## src/rtl/guess_pkg.sv

```systemverilog
// Shared types and constants for the guess_engine game-control stage.
package guess_pkg;

    typedef enum logic [2:0] {
        StIdle,
        StRoll,
        StPlay,
        StCheck,
        StWin,
        StLose
    } state_t;

    localparam logic [3:0] DIGIT_MAX = 4'd9;
    localparam logic [7:0] LFSR_SEED = 8'hA5;
    // Fibonacci taps for x^8+x^6+x^5+x^4+1 (bits 7,5,4,3), shifting left.
    localparam logic [7:0] LFSR_TAPS = 8'hB8;

    function automatic logic [7:0] lfsr_next(input logic [7:0] cur);
        return {cur[6:0], ^(cur & LFSR_TAPS)};
    endfunction

endpackage

```

## src/rtl/btn_pulse.sv

```systemverilog
// Button front end: 2-flop synchroniser, stability counter, rising-edge pulse.
module btn_pulse #(
    parameter int unsigned DEBOUNCE_CYCLES = 250000
) (
    input  logic i_clk,
    input  logic i_rst,
    input  logic i_btn,
    output logic o_pulse
);

    localparam int unsigned CntW = (DEBOUNCE_CYCLES > 1) ? $clog2(DEBOUNCE_CYCLES) : 1;
    localparam logic [CntW-1:0] CntLast = CntW'(DEBOUNCE_CYCLES - 1);

    logic            r_sync1;
    logic            r_sync2;
    logic            r_stable;
    logic            r_stable_prev;
    logic [CntW-1:0] r_cnt;

    // Bring the raw button into the clock domain.
    always_ff @(posedge i_clk or posedge i_rst) begin
        if (i_rst) begin
            r_sync1 <= 1'b0;
            r_sync2 <= 1'b0;
        end else begin
            r_sync1 <= i_btn;
            r_sync2 <= r_sync1;
        end
    end

    // Accept a new level only after it has differed for DEBOUNCE_CYCLES cycles in a row.
    always_ff @(posedge i_clk or posedge i_rst) begin
        if (i_rst) begin
            r_cnt    <= '0;
            r_stable <= 1'b0;
        end else if (r_sync2 == r_stable) begin
            r_cnt <= '0;
        end else if (r_cnt == CntLast) begin
            r_cnt    <= '0;
            r_stable <= r_sync2;
        end else begin
            r_cnt <= r_cnt + CntW'(1);
        end
    end

    // Delayed copy of the accepted level for edge detection.
    always_ff @(posedge i_clk or posedge i_rst) begin
        if (i_rst) begin
            r_stable_prev <= 1'b0;
        end else begin
            r_stable_prev <= r_stable;
        end
    end

    assign o_pulse = r_stable & ~r_stable_prev;

endmodule

```

## src/rtl/guess_engine.sv

```systemverilog
// Number-guessing game control: button pulses, secret roll, guess check, hint bounds.
module guess_engine
    import guess_pkg::*;
#(
    parameter int unsigned DEBOUNCE_CYCLES = 250000,
    parameter int unsigned MAX_TRIES       = 7
) (
    input  logic       CLK,
    input  logic       reset,
    input  logic       start,
    input  logic       load,
    input  logic [3:0] data_in,
    input  logic       diff,
    output logic [3:0] low_bound,
    output logic [3:0] high_bound,
    output logic [3:0] answer,
    output logic [3:0] A_count,
    output logic       win,
    output logic       lose,
    output logic       playing
);

    localparam logic [3:0] MaxTries = 4'(MAX_TRIES);

    state_t     r_state;
    state_t     w_next;
    logic [7:0] r_lfsr;
    logic [3:0] r_answer;
    logic [3:0] r_guess;
    logic [3:0] r_low;
    logic [3:0] r_high;
    logic [3:0] r_count;
    logic       w_start_p;
    logic       w_load_p;
    logic [3:0] w_count_inc;
    logic       w_roll_ok;
    logic       w_guess_ok;

    btn_pulse #(
        .DEBOUNCE_CYCLES(DEBOUNCE_CYCLES)
    ) u_start_btn (
        .i_clk  (CLK),
        .i_rst  (reset),
        .i_btn  (start),
        .o_pulse(w_start_p)
    );

    btn_pulse #(
        .DEBOUNCE_CYCLES(DEBOUNCE_CYCLES)
    ) u_load_btn (
        .i_clk  (CLK),
        .i_rst  (reset),
        .i_btn  (load),
        .o_pulse(w_load_p)
    );

    assign w_count_inc = r_count + 4'd1;
    assign w_roll_ok   = (r_lfsr[3:0] <= DIGIT_MAX);
    assign w_guess_ok  = w_load_p && (data_in <= DIGIT_MAX);

    // Free-running secret source; never zero from a nonzero seed.
    always_ff @(posedge CLK or posedge reset) begin
        if (reset) begin
            r_lfsr <= LFSR_SEED;
        end else begin
            r_lfsr <= lfsr_next(r_lfsr);
        end
    end

    // FSM state register.
    always_ff @(posedge CLK or posedge reset) begin
        if (reset) begin
            r_state <= StIdle;
        end else begin
            r_state <= w_next;
        end
    end

    // FSM next-state logic; restart wins over a simultaneous load in PLAY.
    always_comb begin
        w_next = r_state;
        unique case (r_state)
            StIdle: begin
                if (w_start_p) w_next = StRoll;
            end
            StRoll: begin
                if (w_roll_ok) w_next = StPlay;
            end
            StPlay: begin
                if (w_start_p) begin
                    w_next = StRoll;
                end else if (w_guess_ok) begin
                    w_next = StCheck;
                end
            end
            StCheck: begin
                if (r_guess == r_answer) begin
                    w_next = StWin;
                end else if (w_count_inc == MaxTries) begin
                    w_next = StLose;
                end else begin
                    w_next = StPlay;
                end
            end
            StWin, StLose: begin
                if (w_start_p) w_next = StRoll;
            end
            default: w_next = StIdle;
        endcase
    end

    // Game datapath: secret, guess, attempt count and hint bounds.
    always_ff @(posedge CLK or posedge reset) begin
        if (reset) begin
            r_answer <= 4'd0;
            r_guess  <= 4'd0;
            r_low    <= 4'd0;
            r_high   <= DIGIT_MAX;
            r_count  <= 4'd0;
        end else begin
            unique case (r_state)
                StRoll: begin
                    if (w_roll_ok) begin
                        r_answer <= r_lfsr[3:0];
                        r_low    <= 4'd0;
                        r_high   <= DIGIT_MAX;
                        r_count  <= 4'd0;
                    end
                end
                StPlay: begin
                    if (!w_start_p && w_guess_ok) r_guess <= data_in;
                end
                StCheck: begin
                    r_count <= w_count_inc;
                    // Guards keep guess+1 / guess-1 inside 0..9 and stop bounds widening.
                    if (diff && (r_guess < r_answer) && (r_guess >= r_low)) begin
                        r_low <= r_guess + 4'd1;
                    end
                    if (diff && (r_guess > r_answer) && (r_guess <= r_high)) begin
                        r_high <= r_guess - 4'd1;
                    end
                end
                default: ;
            endcase
        end
    end

    // FSM outputs decoded from the state register.
    always_comb begin
        win     = 1'b0;
        lose    = 1'b0;
        playing = 1'b0;
        unique case (r_state)
            StWin:           win     = 1'b1;
            StLose:          lose    = 1'b1;
            StPlay, StCheck: playing = 1'b1;
            default:         ;
        endcase
    end

    assign low_bound  = r_low;
    assign high_bound = r_high;
    assign answer     = r_answer;
    assign A_count    = r_count;

endmodule

```

## config.mk

```make
export PLATFORM = sky130hd
export DESIGN_NAME = guess_engine
export DESIGN_NICKNAME = d
export VERILOG_FILES = /design/src/rtl/guess_pkg.sv /design/src/rtl/btn_pulse.sv /design/src/rtl/guess_engine.sv
export SDC_FILE = /design/constraint.sdc
export NUM_CORES = 1
export LEC_CHECK = 0
export BUFFER_PORTS_ARGS = -buffer_cell sky130_fd_sc_hd__buf_4
export CORE_MARGIN = 3
export CORE_UTILIZATION = 60
export CTS_BUF_LIST = sky130_fd_sc_hd__clkbuf_4 sky130_fd_sc_hd__clkbuf_8
export DETAILED_ROUTE_END_ITERATION = 16
export MAX_ROUTING_LAYER = met4
export PLACE_DENSITY_LB_ADDON = 0.15
export SLEW_MARGIN = 20
export SYNTH_ARGS = -nofsm -noshare
export SYNTH_HDL_FRONTEND = slang
export SYNTH_HIERARCHICAL = 1
export SYNTH_SLANG_ARGS = --single-unit
```

## constraint.sdc

```tcl
create_clock -name CLK -period 2.6 [get_ports CLK]
set_input_delay 0.26 -clock CLK [delete_from_list [all_inputs] [get_ports CLK]]
set_output_delay 0.26 -clock CLK [all_outputs]
set_load 0.01 [all_outputs]
```

# ---- After elaboration in Yosys (flattened, before gate mapping)
# Cells that the tools add are included.
dict set report totals {
  regBits 75
  latch_bits 0
  ramBits 0
  mem_bits_ro 0
  input_bits 9
  output_inout_bits 19
  word_cells 91
  mem_count 0
}
dict set report classes {
  n_addsub 5
  multipliers 0
  div_mod_pow 0
  n_lt_le_gt_ge 6
  eq_ne 16
  shift 0
  muxes 21
  bitwise 6
  n_reduce_logical 20
}
# operator n
set ops {}
lappend ops {{18-bit 2-to-1 mux} 4}
lappend ops {{18-bit by 1-bit adder with 18-bit output (second input constant)} 2}
lappend ops {{18-bit == test (second input constant)} 2}
lappend ops {{4-bit case mux with 2 select lines} 3}
lappend ops {{3-bit 2-to-1 mux} 6}
lappend ops {{4-bit 2-to-1 mux} 4}
lappend ops {{3-bit case mux with 4 select lines} 1}
lappend ops {{2-bit AND reduction} 5}
lappend ops {{3-bit AND reduction} 3}
lappend ops {{4-bit by 1-bit adder with 4-bit output (second input constant)} 2}
lappend ops {{4-bit less-or-equal comparator (second input constant)} 2}
lappend ops {{8-bit XOR reduction} 1}
lappend ops {{3-bit by 2-bit == test with 1-bit output (second input constant)} 2}
lappend ops {{3-bit == test (second input constant)} 2}
lappend ops {{1-bit logical AND} 6}
lappend ops {{2-bit inequality test (second input constant)} 3}
lappend ops {{4-bit by 3-bit == test with 1-bit output (second input constant)} 1}
lappend ops {{4-bit == test} 1}
lappend ops {{4-bit greater-or-equal comparator} 1}
lappend ops {{4-bit > comparator} 1}
lappend ops {{4-bit less-or-equal comparator} 1}
lappend ops {{4-bit < comparator} 1}
lappend ops {{1-bit NOT} 4}
lappend ops {{4-bit by 1-bit subtractor with 4-bit output (second input constant)} 1}
lappend ops {{other kinds (11)} 15}

# ---- Longest topological paths before layout
# Gate-level depths: netlist (run 1).
dict set report logic_depth {
  depth_word 6
  ltp_mapped 8
  depth_no_buf 7
}

# ---- Hierarchy
# Netlist (run 1), hierarchy kept.
# module instances cells_per_inst area_per_inst_um2
set by_module_without_submodules {}
lappend by_module_without_submodules {guess_engine 1 178 1721.7}
lappend by_module_without_submodules {{btn_pulse at u_load_btn} 1 106 1087.3}
lappend by_module_without_submodules {{btn_pulse at u_start_btn} 1 101 1053.5}

# ---- Worst setup path before layout (run 1)
# Ideal clock, no wire load.
dict set report synth_timing {
  kind {register to register}
  start {reg u_load_btn.r_cnt[5]}
  end {reg u_load_btn.r_cnt[11]}
  setup_time_ns 0.119
  t_arrival_ns 1.711
  required_ns 2.481
  setup_slack_ns 0.770
  stages_incl_launch_ff 8
  path_buffers 3
  period_less_slack_ns 1.830
  path_cell_list {dfrtp_1 buf_6 or4b_1 nor4_2 a41o_1 buf_6 buf_12 nor2_1}
}
dict set report synth_via {
  elab_chain_len 3
}
# element line_no
set synth_rtl {}
lappend synth_rtl {{from (decl)} btn_pulse.sv:18} ;# logic [CntW-1:0] r_cnt;
lappend synth_rtl {{from (signal assigned)} btn_pulse.sv:42} ;# r_cnt <= r_cnt + CntW'(1);
lappend synth_rtl {{18-bit by 1-bit adder with 18-bit output or 18-bit == test (tied branches)} {btn_pulse.sv:42, btn_pulse.sv:38}}
lappend synth_rtl {{18-bit 2-to-1 mux *} btn_pulse.sv:38} ;# end else if (r_cnt == CntLast) begin
lappend synth_rtl {{18-bit 2-to-1 mux *} btn_pulse.sv:36} ;# end else if (r_sync2 == r_stable) begin
# Mark *: on every way between the ends. The rest lies on a longest branch, timed or not.
# A chain may end at the register's enable or synchronous reset.

# ---- Final worst setup path (run 1)
dict set report layout_timing {
  start {reg u_load_btn.r_cnt[5]}
  end {reg u_load_btn.r_cnt[6]}
}
# The elaborated chain is that of the path after synthesis.

==> metrics.yaml, run 1 <==
run_status:
  status: "completed"
synthesis:
  syn-instance-count: 385
  async_flop_share_pct: 100.0
  synth_cell_types: 46
  ys_seq_area_share_pct: 48.79
  synth-seq-cells: 75
  synth_nets: 412
  yosysWarnings: 6
  ys.flop_type: "dfrtp_1"
  avgSynthCellArea_um2: 10.03
  synth_edf_count: 0
  netlist_area_mm2: 0.003862
clocking:
  clock-sinks: 75
  clk_latency_ps: 350
  clockBufferDepth: 2
  clk_pin_slew_ps: 80
  cts_buffers: 9
  cts_setup_buffers: 0
  cts_tree: "done"
  root_buffer: "clkbuf_8"
  h-tree-depth: 3
worst_setup_path:
  worstSetupPathType: "reg2reg"
  cp-endpoint: "u_load_btn/r_cnt[6]"
  worstPathArrival_ps: 2340
  cp-start-kind: "flip-flop"
  reg2reg_slack_ps: 460
  end_kind: "flip-flop"
  startpoint: "u_load_btn/r_cnt[5]"
  required_ps: 2800
  rr_startpoint: "u_load_btn/r_cnt[5]"
  r2r_end: "u_load_btn/r_cnt[6]"
  crit_fanout: 18
  reg2reg_depth: 4
finish:
  mostFrequentLayoutCell: "dfrtp_1"
  syn_to_final_growth_pct: 11.69
  drive_gt1_share_pct: 15.79
  num_antenna_cells: 0
  mostFrequentLayoutCells: "69 x dfrtp_1, 38 x nor2_1, 37 x nand2_1"
  fin_cells: 493
  fillers: 482
  final_nets: 440
timing:
  clock_skew_ps: 13.08
  fin_crit_sh_pct: 82.25
  fin_setup_tns_ps: 0
  min_period_ps: 2138
  max_clock_freq_ghz: 0.4676
  rsz0062_at_grt: "no"
  slew_headroom_pct: 45.82
  setup_viol: 0
  holdWs_ps: 10.05
  slew_violations: 0
  hold_viol_final: 0
  tightestPinTransition_ps: 811.8
run:
  max-cap-violations: 0
die:
  core_region_area_mm2: 0.006061
  num_rows: 28
  chipWidth_um: 86.24
  start_util_pct: 63.73
  dieHeight_um: 86.24
  pin_count: 28
  dieArea_mm2: 0.007436
routing:
  drt-pass1-iter-count: 4
  via_count: 2832
  drc: 0
  viasPerCell: 5.744
  wl_per_cell_um: 14.50
  drtIter0Drc: 155
  final_antenna_net_count: 0
  wl_um: 7147
global_route:
  grt_pass1_vias: 2743
  antenna_found_initial: 0
  grt_start_max_net_pins: 32
  gr-total-overflow: 0
  grt_pass1_wl_um: 12560
  track_usage_pct: 22.16
placement:
  hpwl_um: 5104
  place.gp.congestion: 0.8578
  port_buffers: 27
  place_inst: 475
worst_hold_path:
  hp-class: "in2async"
pwr:
  leakage_uw: 0.001932
  powerDensity_mw_per_mm2: 517.5
  vdd_drop_max_v: 0.0004673
-- how the worst min path moves through the flow --
stage | start | end | slack (ps) | cells past startpoint
finish | reset | high_bound[2] | 10 | 3
global route | reset | r_lfsr[3] | 50 | 3
CTS | start | u_start_btn/r_sync1 | 0.04 | 1
detailed placement | r_lfsr[6] | r_lfsr[7] | 340 | 0
global placement | r_lfsr[6] | r_lfsr[7] | 340 | 0
floorplan | reset | u_load_btn/r_cnt[0] | 250 | 1
-- state kept, by name (all words and copies together), names as in the netlist --
signal and flops:
u_load_btn/r_cnt 18, u_start_btn/r_cnt 18, r_lfsr 8, A_count 4, answer 4, high_bound 4, low_bound 4, r_guess 4
r_state 3, u_load_btn/r_stable 1, u_load_btn/r_stable_prev 1, u_load_btn/r_sync1 1, u_load_btn/r_sync2 1, u_start_btn/r_stable 1, u_start_btn/r_stable_prev 1, u_start_btn/r_sync1 1
u_start_btn/r_sync2 1
-- synth_stat cells, types with 2 or more instances --
master    count  area (um^2)
o21ai_0      18        90.09
nor2b_1       4        25.02
dfrtp_1      69         1727
nor2_1       38        142.6
or4_1         4        30.03
o31ai_1       5        37.54
or2_2         2        12.51
mux2_2        6        67.56
or3_1         6        37.54
inv_1        22        82.58
mux2i_1       7        70.07
nand2_1      37        138.9
nand3_1       9        45.04
buf_6         4        45.04
and3_1        4        25.02
dfstp_2       6        157.7
nor4_1        6        37.54
nand2b_1      7        43.79
a21oi_1      17        85.08
clkbuf_1      8        30.03
and3_2        2        15.01
nor3_1        7        35.03
nand4_1      23        143.9
and2_1        3        18.77
and4_1        2        17.52
xnor2_1      15        131.4
xor2_1       18        157.7
ha_1         18        225.2
-- layout make-up --
cell class / instances / area, um^2 / share of cell area (%)
clock buffers: 10 / 131.4 / 3.045
clock inverters: 6 / 88.84 / 2.059
inverters: 22 / 82.58 / 1.914
multi-input cells: 274 / 1795 / 41.62
flip-flops and latches: 75 / 1884 / 43.68
well taps: 75 / 93.84 / 2.175
repair buffers: 31 / 237.7 / 5.510
-- power by group --
part	internal, uW	leakage (uW)	switching, uW
sequential	1180	0.00101	9.38
clock	552	0.000106	427
combinational	22.1	0.000818	44.3
-- worst max-delay path, cell delays in order (launching register included) --
cell	delay (ps)
dfrtp_1	460
or4b_1	540
nor4_2	260
a41o_1	610
nor2_1	140
-- metal layers --
| layer | GRT usage, % | wire [um] |
|---|---|---|
| met1 | 27.31 | 3160 |
| met2 | 35.81 | 3518 |
| met4 | 8.499 | 99 |
| met3 | 5.038 | 368 |
| met5 | - | 0 |
-- timing repair --
action                    in CTS  in global routing
hold endpoints to repair       1                  1
hold buffers                   1                  1
resized for setup              0                  0
-- kinds of logic (layout without fill, tap and decap cells) --
kind of cell	Yosys count	after routing	synth area share [%]
AND/OR/NAND/NOR	161	161	21.70
multiplexers	13	13	3.563
flip-flops	75	75	48.79
XOR/XNOR	33	33	7.483
adder cells (fa/ha/maj)	18	18	5.831
buffers and inverters	36	69	4.729
AO/OA/AOI/OAI	49	49	7.905
-- stage by stage --
| step | power [uW] | worst slack [ps] | area, um^2 | util, % |
|---|---|---|---|---|
| 6_report | 2232 | 461.6 | 4314 | 71.18 |
| 5_1_grt | 2330 | 279.8 | 4314 | 71.18 |
| 4_1_cts | 2262 | 434.8 | 4304 | 71.02 |
| 3_5_place_dp | 1276 | 437.0 | 4074 | 67.22 |
| 3_3_place_gp | 1273 | 529.3 | 4074 | 67.22 |
| 2_1_floorplan | 1254 | 770.0 | 3862 | - |
(Power assumes the default switching activity.)
==> run 2, diff against run 1 <==
- CORE_UTILIZATION: 60 -> 56
- clock period: 2.6 -> 1.8 ns (I/O delays scaled with it)
==> run 2 against run 1 <==
Effect of this change:
- die area rose by 6.6%
- first-iteration DRC count is 14% lower
- power rose by 46%
- critical path type unchanged
==> metrics.yaml, run 2 (same netlist as run 1, synthesis figures left out) <==
run_status:
  status: "completed"
routing:
  wl_um: 7861
  drc: 0
  wl_per_cell_um: 14.80
  viasPerCell: 5.644
  drt-pass1-iter-count: 4
  via_count: 2997
  drtIter0Drc: 133
  final_antenna_net_count: 0
clocking:
  root_buffer: "clkbuf_8"
  h-tree-depth: 3
  clockBufferDepth: 2
  clk_latency_ps: 350
  clk_pin_slew_ps: 80
  clock-sinks: 75
  cts_buffers: 9
  cts_tree: "done"
timing:
  tightestPinTransition_ps: 403.9
  fin_crit_sh_pct: 97.88
  holdWs_ps: 72.45
  fin_setup_tns_ps: 0
  min_period_ps: 1762
  slew_headroom_pct: 72.82
  slew_violations: 0
  rsz0062_at_grt: "yes"
  setup_viol: 0
  hold_viol_final: 0
  max_clock_freq_ghz: 0.5676
  clock_skew_ps: 9.234
die:
  dieHeight_um: 89.05
  dieArea_mm2: 0.007930
  pin_count: 28
  chipWidth_um: 89.05
  num_rows: 29
  start_util_pct: 59.14
  core_region_area_mm2: 0.006531
pwr:
  pwr-share-comb_pct: 3.3
  swShare_pct: 21.92
  p_int_uw: 2540
  power.share.clock_pct: 44.0
  power_switching_uw: 713.0
  pwr-share-seq_pct: 52.7
  leakage_uw: 0.002134
  vdd_drop_max_v: 0.0005401
  powerDensity_mw_per_mm2: 696.3
placement:
  place_inst: 506
  place.gp.congestion: 0.8621
  placed_cell_area_mm2: 0.004307
  port_buffers: 27
  hpwl_um: 5451
global_route:
  grt_start_max_net_pins: 32
  grt_pass1_vias: 2878
  grt_pass1_wl_um: 13250
  gr-total-overflow: 0
  track_usage_pct: 22.27
  antenna_found_initial: 0
worst_setup_path:
  cp_slowest_stage_delay_ps: 410
  worstSetupPathType: "reg2reg"
  crit_fanout: 4
  cp-start-kind: "flip-flop"
  crit_slowest_cell: "dfrtp_1"
  worstPathArrival_ps: 2040
  end_kind: "flip-flop"
  required_ps: 2080
  cp_num_buf_inv: 1
  crit_family: "simple AND/OR/NAND/NOR gates"
  path_cells: "inv_1, ha_4, nor2b_1, o21ai_1, a21oi_2, or3_4, mux2i_1"
finish:
  drive_gt1_share_pct: 24.67
  syn_to_final_growth_pct: 20.96
  postLayoutCellArea_mm2: 0.004672
  largest_registers: "u_load_btn/r_cnt: 18 flops, u_start_btn/r_cnt: 18 flops, r_lfsr: 8 flops"
  num_antenna_cells: 0
  mostFrequentLayoutCell: "dfrtp_1"
  utilization_pct: 71.53
  mostFrequentLayoutCells: "68 x dfrtp_1, 63 x buf_4, 38 x nor2_1"
  fin_cells: 531
  final_nets: 476
run:
  max-cap-violations: 0
worst_hold_path:
  hp-class: "in2reg"
## run 2: cell types whose count changed in the layout (fill, tap and decap cells not counted), sizes merged
cell,delta
dlygate4sd3,+1
buf,+35
## run 2: timing repair
item / 4_1_cts / 5_1_grt
pin swaps: 1 / 10
hold buffers: 3 / 0
gates resized for setup: 2 / 12
setup buffers: 0 / 6
endpoints found under the setup margin: 4 / 47
endpoints found under the hold margin: 58 / 0
## run 2: per-layer routing
metal / GRT usage, % / wire length (um) / part of all wire [%] / vias to the layer above
met5: - / 0 / 0 / -
met2: 36.37 / 3931 / 50 / 67
li1: - / - / - / 1463
met4: 5.142 / 87 / 1.1 / 0
met1: 27.71 / 3506 / 45 / 1456
met3: 6.267 / 336 / 4.3 / 11
## run 2: area by class of cell
cell class	instances	area (um^2)
clock buffer	10	131.4
clock inverter	6	88.84
fill	490	1859
inverter	22	82.58
multi-input combinational	274	1864
sequential	75	1886
tap	77	96.34
timing repair buffer	67	523.0
## run 2: path summary, 6_finish.rpt
check                               startpoint                    to  slack (ps)  cells past startpoint
setup / recovery                 high_bound[1]         high_bound[3]          40                      7
hold / removal                      data_in[0]            r_guess[0]          70                      2
setup reg to reg                 high_bound[1]         high_bound[3]          40                      7
hold reg to reg            u_start_btn/r_sync1   u_start_btn/r_sync2         360                      0
max in group asynchronous                reset  u_load_btn/r_cnt[15]         910                      4
min in group asynchronous                reset   u_load_btn/r_cnt[2]         390                      3
## run 2: per-stage QoR
stage	total power, uW	setup WS (ps)
floorplan	1812	20.32
global placement	1851	23.98
detailed placement	1853	-22.71
CTS	3287	16.68
global route	3390	-23.85
finish	3253	38.20
## run 2: power by group through the flow
stage / Combinational (uW) / Clock [uW] / Sequential [uW]
2_1_floorplan: 68.6 / 0 / 1740
3_3_place_gp: 105 / 0 / 1750
3_5_place_dp: 107 / 0 / 1750
4_1_cts: 112 / 1460 / 1710
5_1_grt: 124 / 1550 / 1720
6_report: 108 / 1430 / 1710
==> run 3, diff against run 2 <==
- ABC_AREA: not set -> 1
- CORE_ASPECT_RATIO: not set -> 1.1
- CORE_UTILIZATION: 56 -> 57
==> run 3 against run 2 <==
Effect of this change:
- clock skew shrank 4.3 ps
- critical endpoint is now low_bound[2]
- critical path type unchanged
- power is 0.66% higher
- design area barely moved
- critical path depth rose by 2
- cell count grew 19%
- first-iteration DRC count decreased by 32%
- sequential power barely moved
- non-clock buffer count decreased by 30
==> metrics.yaml, run 3 <==
clocking:
  cts_buffers: 9
  cts_tree: "done"
  root_buffer: "clkbuf_8"
  clockBufferDepth: 2
  clock-sinks: 75
  h-tree-depth: 3
  clk_pin_slew_ps: 80
  clk_latency_ps: 350
pwr:
  vdd_drop_max_v: 0.0005289
  powerDensity_mw_per_mm2: 700.5
  leakage_uw: 0.002279
  power_uw: 3274
placement:
  placed_cell_area_mm2: 0.004407
  place.gp.congestion: 0.9045
  port_buffers: 27
  hpwl_um: 5936
die:
  pin_count: 28
  start_util_pct: 60.34
  dieHeight_um: 94.66
  core_region_area_mm2: 0.006749
  num_rows: 31
  dieArea_mm2: 0.008197
  chipWidth_um: 86.60
run_status:
  status: "completed"
routing:
  final_antenna_net_count: 0
  drt-pass1-iter-count: 4
  wl_per_cell_um: 12.69
  viasPerCell: 5.084
  drc: 0
  wl_um: 7997
  via_count: 3203
  drtIter0Drc: 91
synthesis:
  netlist_top_cells_area: "dfrtp_1 42%, nand2_1 9.6%, nor2_1 8.7%, inv_1 5.6%, ha_1 5.5%"
  post-synth-top-count-cell: "nand2_1"
  synth_commonest_cells: "104 x nand2_1, 94 x nor2_1, 69 x dfrtp_1"
  avgSynthCellArea_um2: 8.194
  synth-seq-cells: 75
  async_flop_share_pct: 100.0
  syn-instance-count: 497
  synth_top_area_cell: "dfrtp_1"
  yosysWarnings: 6
  ys_seq_area_share_pct: 46.27
  synth_edf_count: 0
  ys.flop_type: "dfrtp_1"
  synth_nets: 524
  synth_cell_types: 30
  synth_top_area_share_pct: 42.40
  netlist_area_mm2: 0.004073
timing:
  clock_skew_ps: 4.898
  slew_violations: 0
  fin_crit_sh_pct: 92.11
  min_period_ps: 1658
  holdWs_ps: 87.99
  fin_setup_tns_ps: 0
  setup_viol: 0
  tightestPinTransition_ps: 391.0
  max_clock_freq_ghz: 0.6032
  slew_headroom_pct: 73.93
  hold_viol_final: 0
global_route:
  gr-total-overflow: 0
  grt_pass1_wl_um: 14060
  track_usage_pct: 22.63
  grtUsageMet2_pct: 37.50
  grt_pass1_vias: 3216
  grt_start_max_net_pins: 32
  use_met3_pct: 3.839
  antenna_found_initial: 0
  met1_usage_pct: 26.37
  grt_busiest_layer: "met2"
finish:
  num_antenna_cells: 0
  syn_to_final_growth_pct: 14.78
  largest_registers: "u_load_btn/r_cnt: 18 flops, u_start_btn/r_cnt: 18 flops, r_lfsr: 8 flops"
  postLayoutCellArea_mm2: 0.004674
  mostFrequentLayoutCells: "104 x nand2_1, 94 x nor2_1, 66 x dfrtp_1"
  drive_gt1_share_pct: 18.25
  final_nets: 570
  mostFrequentLayoutCell: "nand2_1"
  utilization_pct: 69.26
  fillers: 545
worst_setup_path:
  cp_num_buf_inv: 1
  crit_fanout: 7
  cpMostUsedCell: "nand2_1"
  cp-start-kind: "flip-flop"
  path_cells: "ha_1, inv_1, nor2_1, o21ai_0, nand3_1, nand2_1, nand2_1, nand2_1, nand2_1"
  worstPathArrival_ps: 1890
  worstSetupPathType: "reg2reg"
  crit_family: "simple AND/OR/NAND/NOR gates"
  required_ps: 2030
  crit_slowest_cell: "dfrtp_2"
  cp_slowest_stage_delay_ps: 470
  end_kind: "flip-flop"
worst_hold_path:
  hp-class: "in2reg"
run:
  max-cap-violations: 0
==> run 3: metal layers <==
layer	share of wire, %	wire length, um	vias up
met2	49	3887	50
met3	3.5	281	25
met4	3.3	265	0
met1	45	3562	1485
li1	-	-	1643
met5	0	0	-
==> run 3: where the power goes <==
group	internal [uW]	total, uW	switching [uW]
Combinational	38.4	103	64.6
Sequential	1700	1710	10.9
Clock	818	1460	643
==> run 3: worst register-to-register path, stage by stage, from the launching register on <==
cell and delay (ps):
dfrtp_2 470, ha_1 310, inv_1 60, nor2_1 30, o21ai_0 140, nand3_1 80
nand2_1 160, nand2_1 130, nand2_1 100, nand2_1 60
==> run 3: path summary, 6_finish.rpt <==
check,slack [ps],cells after the start,endpoint,start
worst min-delay path,90,3,r_guess[0],data_in[0]
worst min register to register,350,0,u_start_btn/r_sync2,u_start_btn/r_sync1
worst max register to register,140,9,low_bound[2],r_guess[1]
max in group asynchronous,920,4,u_load_btn/r_cnt[12],reset
min in group asynchronous,370,3,u_load_btn/r_cnt[11],reset
worst max-delay path,140,9,low_bound[2],r_guess[1]
==> run 3: cell families (layout without fill, tap and decap cells) <==
family | after synthesis | after routing | synth area share [%]
AOI/OAI and AO/OA | 33 | 33 | 4.915
xor gates and xnor gates | 27 | 27 | 6.175
adders and majority gates | 18 | 18 | 5.530
buffers and inverters | 70 | 121 | 6.666
DFF | 75 | 75 | 46.27
muxes | 1 | 1 | 0.3686
and+or+nand+nor | 273 | 273 | 30.08
==> run 3: layout make-up <==
class                   count  area, um^2  area share [%]
multi-input cells         352        1917           41.01
flip-flops and latches     75        1888           40.39
clock buffers              10       137.6           2.944
clock inverters             6       88.84           1.900
well taps                  82       102.6           2.195
inverters                  68       255.2           5.460
repair buffers             37       285.3           6.103
==> run 3: through the flow <==
stage               instances  setup slack [ps]
global route              630            -12.22
global placement          610             235.1
floorplan                 497             304.4
CTS                       629             139.6
finish                    630             142.0
detailed placement        610             160.7
==> run 3: what timing repair did <==
| action | in CTS | in global routing |
|---|---|---|
| resized for setup | 0 | 4 |
| endpoints found under the hold margin | 57 | 0 |
| setup endpoints to repair | 0 | 8 |
| hold buffers | 3 | 0 |
| setup buffers | 0 | 1 |
